[src/rtl/ip_pkg.sv]
// Shared IPv4 receive-path constants, error-flag layout and the parser state encoding.
package ip_pkg;

   localparam logic [3:0] IPV4_VERSION = 4'd4;
   localparam logic [3:0] MIN_IHL      = 4'd5;

   localparam int ERR_W     = 5;
   localparam int ERR_VER   = 0;
   localparam int ERR_IHL   = 1;
   localparam int ERR_CSUM  = 2;
   localparam int ERR_TRUNC = 3;
   localparam int ERR_LEN   = 4;

   localparam logic [7:0] PROTO_UDP = 8'h11;
   localparam logic [7:0] PROTO_TCP = 8'h06;

   typedef enum logic [1:0] {
      ST_HDR     = 2'd0,
      ST_DESC    = 2'd1,
      ST_PAYLOAD = 2'd2,
      ST_DROP    = 2'd3
   } rx_state_e;

   // Index of the last header word; an illegal IHL still consumes a minimum-size header.
   function automatic logic [3:0] hdr_last_idx(input logic [3:0] ihl);
      logic [3:0] eff;
      eff = (ihl < MIN_IHL) ? MIN_IHL : ihl;
      return eff - 4'd1;
   endfunction

endpackage

[src/rtl/ip_csum_verify.sv]
// RFC 1071 ones'-complement accumulator with end-of-header fold; o_csum_good already
// includes the word presented on the current cycle so the verdict is ready on the last beat.
module ip_csum_verify
   import ip_pkg::*;
(
   input  logic        clk,
   input  logic        reset_n,
   input  logic        i_clear,
   input  logic        i_accum,
   input  logic [31:0] i_data,
   output logic [31:0] o_acc,
   output logic        o_csum_good
);

   logic [31:0] r_acc;
   logic [31:0] w_sum;
   logic [16:0] w_s17;
   logic [15:0] w_fold;

   always_comb begin
      w_sum = r_acc;
      if (i_accum) begin
         w_sum = r_acc + {16'd0, i_data[31:16]} + {16'd0, i_data[15:0]};
      end
   end

   // At most 15 words of two halves: sum < 2^21, so a single fold plus carry is exact.
   assign w_s17       = {1'b0, w_sum[31:16]} + {1'b0, w_sum[15:0]};
   assign w_fold      = w_s17[15:0] + {15'd0, w_s17[16]};
   assign o_csum_good = (w_fold == 16'hFFFF);
   assign o_acc       = r_acc;

   always_ff @(posedge clk or negedge reset_n) begin
      if (!reset_n) begin
         r_acc <= '0;
      end else if (i_clear) begin
         r_acc <= '0;
      end else begin
         r_acc <= w_sum;
      end
   end

endmodule

[config.mk]
export PLATFORM = sky130hd
export DESIGN_NAME = ip_csum_verify
export DESIGN_NICKNAME = d
export VERILOG_FILES = /design/src/rtl/ip_pkg.sv /design/src/rtl/ip_csum_verify.sv
export SDC_FILE = /design/constraint.sdc
export NUM_CORES = 1
export LEC_CHECK = 0
export CAP_MARGIN = 10
export CORE_UTILIZATION = 57
export CTS_CLUSTER_DIAMETER = 100
export DETAILED_ROUTE_END_ITERATION = 6
export PLACE_DENSITY_LB_ADDON = 0.1
export SLEW_MARGIN = 20
export SYNTH_ARGS = -nofsm -noshare
export SYNTH_HDL_FRONTEND = slang
export SYNTH_SLANG_ARGS = --single-unit
[constraint.sdc]
create_clock -name clk -period 19.7 [get_ports clk]
set_input_delay 1.97 -clock clk [delete_from_list [all_inputs] [get_ports clk]]
set_output_delay 1.97 -clock clk [all_outputs]
set_load 0.1 [all_outputs]
## Yosys cells after proc, flatten, opt, wreduce, memory -nomap -nowiden

Cells that the tools add are included.

| storage, ports and cells | value |
|---|---|
| bits in latches | 0 |
| logic and storage cells | 8 |
| input port bits | 36 |
| memories kept | 0 |
| memory bits (read-only) | 0 |
| bits in registers | 32 |
| RAM bits | 0 |

| cells by class | value |
|---|---|
| multiplexer cells | 2 |
| magnitude comparators | 0 |
| reduce and logical (&&, ||, !) cells | 0 |
| $mul | 0 |
| eq/ne operators | 1 |
| $add $sub $neg | 4 |
| bitwise gates (word level) | 0 |
| shift operators | 0 |
| divide/modulo/power cells | 0 |

Operator list:

| kind | number |
|---|---|
| 32-bit by 16-bit adder with 32-bit output | 2 |
| 32-bit two-way mux | 2 |
| 16-bit by 16-bit adder with 17-bit output | 1 |
| 16-bit by 1-bit adder with 16-bit output | 1 |
| 16-bit equality test (second input constant) | 1 |

## Depth between registers and ports, before layout

Gate-level depths: netlist (run 1).

| logic depth | value |
|---|---|
| word-level depth | 6 |
| mapped depth | 27 |
| gate-level depth less buffers | 26 |

## Worst setup path after synthesis (run 1)

Ideal clock, no wire load.

| timing | value |
|---|---|
| kind | input-to-output |
| start point | input i_data[1] |
| end point | output o_csum_good |
| arrival time | 8.590 ns |
| required time | 17.730 ns |
| setup slack | 9.140 ns |
| stages | 26 |
| path through | fa_1 ha_1 fa_1 a21o_1 a21o_1 a211oi_1 o31ai_2 a221oi_2 nand2b_1 xnor2_1 fa_1 a211o_1 a2111o_1 a31oi_4 o21ai_2 nor2b_4 o21ai_0 nand2b_1 ha_1 ha_1 nand3_1 nor3b_1 nand4_1 or3_1 nor3_1 and4_1 |

| between the ends | value |
|---|---|
| cells in the longest elaborated chain, start to end | 5 |

Ends and longest elaborated chain:

| item | RTL line | text |
|---|---|---|
| start, declared | ip_csum_verify.sv:10 | `input logic [31:0] i_data,` |
| 32-bit by 16-bit adder with 32-bit output | ip_csum_verify.sv:23 | `w_sum = r_acc + {16'd0, i_data[31:16]} + {16'd0, i_data[15:0]};` |
| 32-bit two-way mux | ip_csum_verify.sv:22 | `if (i_accum) begin` |
| 16-bit by 16-bit adder with 17-bit output | ip_csum_verify.sv:28 | `assign w_s17 = {1'b0, w_sum[31:16]} + {1'b0, w_sum[15:0]};` |
| 16-bit by 1-bit adder with 16-bit output | ip_csum_verify.sv:29 | `assign w_fold = w_s17[15:0] + {15'd0, w_s17[16]};` |
| 16-bit equality test | ip_csum_verify.sv:30 | `assign o_csum_good = (w_fold == 16'hFFFF);` |
| end, declared | ip_csum_verify.sv:12 | `output logic o_csum_good` |

Every way passes these cells.

## Worst setup path after layout (run 1)

Same ends and word-level chain as after synthesis.

==> results.yml, run 1 <==
placement:
  dp_hpwl_mm: 6.547
  portBuffers: 68
  globalplace.congestion: 0.8564
critical_path:
  worst_path_largest_cell_delay_ps: 1130
  cp_max_fo: 8
  crit_end: "o_csum_good"
  crit_slowest_cell: "clkdlybuf4s50_1"
  cp-end-kind: "output port"
  critical_path_required_ps: 17730
  crit_family: "compound AO/OA/AOI/OAI gates"
  path_depth: 28
  crit_start: "i_data[1]"
  worstSetupPathType: "input port to output port"
  timing.rr.start: "o_acc[1]"
  r2r_slack_ps: 15950
  reg2reg_depth: 11
  r2r-end: "o_acc[17]"
  crit_path_start_kind: "input port"
  crit_buf_inv: 2
  cp.arrival_ps: 10100
pwr:
  leakage_nw: 1.997
  ir_worst_vdd_uv: 109.9
  power.density_mw_per_mm2: 150.0
synth:
  syn_nets: 449
  ys_ff_latch: 32
  synth_xor_area_share_pct: 9.124
  synthSimpleGateAreaFrac_pct: 19.30
  syn_avg_cell_area_um2: 9.573
  synth-main-ff-cell: "dfrtp_1"
  ys_seq_area_share_pct: 23.17
  synth_top_family_by_area: "adder cells"
  syn_inst: 361
  synth.cell_area_mm2: 0.003456
  ys_warn_count: 0
  ys_top_cells_by_area: "dfrtp_1, ha_1, fa_1"
  yosysTopAreaCell: "dfrtp_1"
  ys_types: 50
  yosysTopAreaCellShare_pct: 23.17
  synth_mux_area_share_pct: 4.888
  ys_async_sr_fraction_pct: 100.0
  synth_compound_area_share_pct: 19.37
  synth_fa_ha_area_share_pct: 22.74
  synth_edf_count: 0
detailed_routing:
  vias: 2972
  initialDrtViolationCount: 117
  first_pass_iters: 5
  vias_per_cell: 5.944
  wl_per_cell_um: 16.13
  drtAntennaViolNets: 0
  drt-total-wl_mm: 8.067
  drc: 0
cts:
  post_cts_buffers: 0
  clk_pin_slew_worst_paths_ps: 60
  insertion_delay_ps: 280
  postCtsHoldBufs: 0
  max-clock-path-buffers: 2
  cts_root_buf: "clkbuf_8"
  cts_tree: "built"
  clock-sinks: 32
  cts_made_buffers: 5
  cts_resized: 0
  htreeDepth: 2
global_route:
  grt_max_degree: 33
  grt_pass1_vias: 3016
  grt_overflow: 0
  grt_antenna_before_repair: 0
  track_usage_pct: 28.22
  grt_pass1_wl_mm: 13.92
cells_and_area:
  final_util_pct: 75.13
  area_growth_pct: 23.39
  drive_gt1_share_pct: 6.308
  final_cell_mix: "clkdlybuf4s50_1, nor2b_1, ha_1"
  nNetsFinal: 518
  final_common_cell: "clkdlybuf4s50_1"
  antenna_cells: 0
  final.fill_count: 416
  largest_register_ffs: 32
timing:
  fin_skew_ps: 3.216
  setup_viol: 0
  max_slew.worst_pin.slew_ps: 974.8
  totalNegativeSetupSlack_ps: 0
  hold_viol: 0
  rsz0062_at_grt: "false"
  relSlewSlack_pct: 34.81
  fin_crit_sh_pct: 61.28
  clock.fmax_ghz: 0.08283
  drv_slew: 0
  fin_crit_ps: 12070
run:
  drv_cap: 0
floorplanning:
  dieArea_mm2: 0.006378
  core_mm2: 0.005675
  io_pins: 69
  fp.dieW_um: 79.87
  start_util_pct: 60.89
  die_h_um: 79.87
  row_count: 27
min_path:
  hold_class: "flip-flop to flip-flop"
  min_from: "o_acc[14]"
status:
  outcome: "finished, final reports clean"
## layout make-up
type                            instances  area (µm²)  share of cell area (%)
Multi-Input combinational cell        318        2606                   61.12
Sequential cell                        32       800.8                   18.78
Timing Repair Buffer                   69       683.2                   16.02
Tap cell                               72       90.09                   2.113
Clock buffer                            5       68.82                   1.614
Inverter                                4       15.01                  0.3521
## worst min-delay path by stage
stage	to	depth (start not counted)
floorplan	o_acc[14]	2
global placement	o_acc[14]	2
detailed placement	o_acc[14]	2
CTS	o_acc[14]	2
global route	o_acc[14]	2
finish	o_acc[14]	2
## per-layer routing
metal / track usage (%) / wire (µm) / up-vias / share of wire (%)
met1: 37.97 / 3682 / 1437 / 46
met2: 47.95 / 3894 / 71 / 48
met5: 0 / 0 / - / 0
met3: 2.971 / 379 / 8 / 4.7
li1: - / - / 1456 / -
met4: 7.857 / 112 / 0 / 1.4
## stage by stage
| step | std cells | hold slack, ps | worst slack (ps) | total power [W] | instance area [µm²] |
|---|---|---|---|---|---|
| detailed placement | 495 | 594.3 | 7634 | 0.0005931 | 4200 |
| CTS | 500 | 603.8 | 7628 | 0.0006386 | 4269 |
| global placement | 495 | 594.5 | 7713 | 0.0005841 | 4200 |
| global route | 500 | 638.8 | 7093 | 0.0006934 | 4264 |
| floorplan | 361 | 1065 | 9140 | 0.0004792 | 3456 |
| finish | 500 | 600.8 | 7627 | 0.0006396 | 4264 |
## tightest hold or removal path: cells and delay by family (launching register included)
family,cells,cell delay (ps)
AND/OR/NAND/NOR,1,100
AO/OA/AOI/OAI,1,60
flip-flops,1,400
## power by group
group | total, W | leakage (nW) | internal [W] | switching (W)
combinational | 0.000503 | 1.53 | 0.000193 | 0.000310
sequential | 0.0000933 | 0.435 | 0.0000791 | 0.0000142
clock | 0.0000437 | 0.0359 | 0.0000227 | 0.0000211
total | 0.000640 | 2.00 | 0.000295 | 0.000345
## cells in the mapped netlist (5+ instances only)
cell type / number
ha_1: 34
nor2b_1: 34
dfrtp_1: 32
nor2_1: 23
xnor2_1: 23
a21o_1: 22
a21oi_1: 20
fa_1: 18
mux2_2: 15
nand2_1: 15
xor2_1: 13
nand3_1: 11
o21ai_0: 8
a211oi_1: 7
nand2b_1: 7
nor3_1: 6
a211o_1: 5
and3_1: 5
nand4_1: 5
o21a_1: 5
## cells by family after synthesis
logic type      count (synthesis)
simple gates                  122
mux                            15
fa+ha+maj                      52
compound gates                 93
flops                          32
xor+xnor                       36
buf+inv                        11
(Power assumes the default switching activity.)
==> inputs of run 2 (changes only) <==
- CORE_UTILIZATION: 57 -> 53
- clock period: 19.7 -> 12.3 ns (I/O delays scaled with it)
==> results.yml, run 2 (synthesis gave the netlist of run 1 again) <==
status:
  outcome: "finished, final reports clean"
critical_path:
  crit_buf_inv: 2
  crit_family: "compound AO/OA/AOI/OAI gates"
  cp.arrival_ps: 9400
  critical_path_required_ps: 11070
  crit_slowest_cell: "clkdlybuf4s50_1"
  cp-end-kind: "output port"
  cp_max_fo: 8
  worstSetupPathType: "input port to output port"
  path_depth: 28
  r2r_slack_ps: 8530
  reg2reg_depth: 11
  worst_path_largest_cell_delay_ps: 1130
  crit_path_start_kind: "input port"
placement:
  pre_cts_slack_ps: 1651
  dp_hpwl_mm: 6.672
  portBuffers: 68
  globalplace.congestion: 0.8857
detailed_routing:
  initialDrtViolationCount: 118
  vias_per_cell: 5.927
  wl_per_cell_um: 16.52
  first_pass_iters: 4
  drtAntennaViolNets: 0
  drc: 0
  vias: 3011
  drt-total-wl_mm: 8.390
cts:
  insertion_delay_ps: 290
  htreeDepth: 2
  cts_made_buffers: 5
  cts_resized: 0
  max-clock-path-buffers: 2
  post_cts_buffers: 0
  cts_tree: "built"
  cts_root_buf: "clkbuf_8"
  clk_pin_slew_worst_paths_ps: 70
  postCtsHoldBufs: 0
  clock-sinks: 32
timing:
  totalNegativeSetupSlack_ps: 0
  fin_crit_ps: 10630
  rsz0062_at_grt: "false"
  hold_ws_ps: 615.7
  setup_viol: 0
  fin_skew_ps: 7.299
  finalWorstSetupSlack_ps: 1669
  max_slew.worst_pin.slew_ps: 988.0
  fin_crit_sh_pct: 86.43
  hold_viol: 0
  drv_slew: 0
  relSlewSlack_pct: 33.93
  clock.fmax_ghz: 0.09406
global_route:
  grt_pass1_wl_mm: 13.65
  grt_antenna_before_repair: 0
  grt_overflow: 0
  grt_pass1_vias: 2935
  grt_max_degree: 33
  track_usage_pct: 26.39
floorplanning:
  row_count: 29
  fp.dieW_um: 82.75
  io_pins: 69
  dieArea_mm2: 0.006848
  die_h_um: 82.75
  core_mm2: 0.006314
  start_util_pct: 54.74
cells_and_area:
  area_growth_pct: 24.58
  final_cell_mix: "clkdlybuf4s50_1, nor2b_1, ha_1"
  final_util_pct: 68.19
  nNetsFinal: 519
  final.fill_count: 525
  drive_gt1_share_pct: 6.961
  final_common_cell: "clkdlybuf4s50_1"
  largest_register_ffs: 32
  antenna_cells: 0
run:
  drv_cap: 0
min_path:
  hold_class: "flip-flop to flip-flop"
  hold_depth: 2
pwr:
  power.density_mw_per_mm2: 244.5
  ir_worst_vdd_uv: 175.5
  leakage_nw: 2.016
## run 2: final timing paths
check                               start          end
worst max register to register   o_acc[1]    o_acc[17]
worst max-delay path            i_data[1]  o_csum_good
min in group asynchronous         reset_n    o_acc[10]
worst min register to register  o_acc[14]    o_acc[14]
max in group asynchronous         reset_n    o_acc[24]
worst min-delay path            o_acc[14]    o_acc[14]
## run 2: final cells by class
cell class | instances | area (µm²) | area share [%]
multi-input cells | 318 | 2606 | 60.53
flip-flops and latches | 32 | 800.8 | 18.60
repair buffers | 70 | 690.7 | 16.04
clock buffers | 7 | 96.34 | 2.238
well taps | 77 | 96.34 | 2.238
inverters | 4 | 15.01 | 0.3487
## run 2: report_power, final
part           internal [W]  switching, W   total, W  leakage [nW]
sequential         0.000126     0.0000222   0.000149         0.435
combinational      0.000310      0.000503   0.000813          1.53
clock             0.0000499     0.0000416  0.0000915        0.0503
## run 2: layer usage
metal  GRT usage, %  part of all wire [%]  vias up
met5              0                     0        -
met4          7.069                   1.3        0
met3          3.736                   4.7       11
met2          44.02                    47       80
met1          35.55                    47     1467
li1               -                     -     1453
## run 2: worst register-to-register path, delay by kind of cell (launching register included)
kind | cells | cell delay (ps)
compound gates | 5 | 1620
xor+xnor | 1 | 200
simple gates | 2 | 390
flops | 1 | 410
fa+ha+maj | 3 | 1090
## run 2: per-stage QoR
stage               area, µm²  cells  power [W]
global route             4305    508   0.001137
floorplan                3456    361  0.0007675
global placement         4214    501  0.0009358
detailed placement       4209    501  0.0009533
finish                   4305    508   0.001053
CTS                      4305    508   0.001049
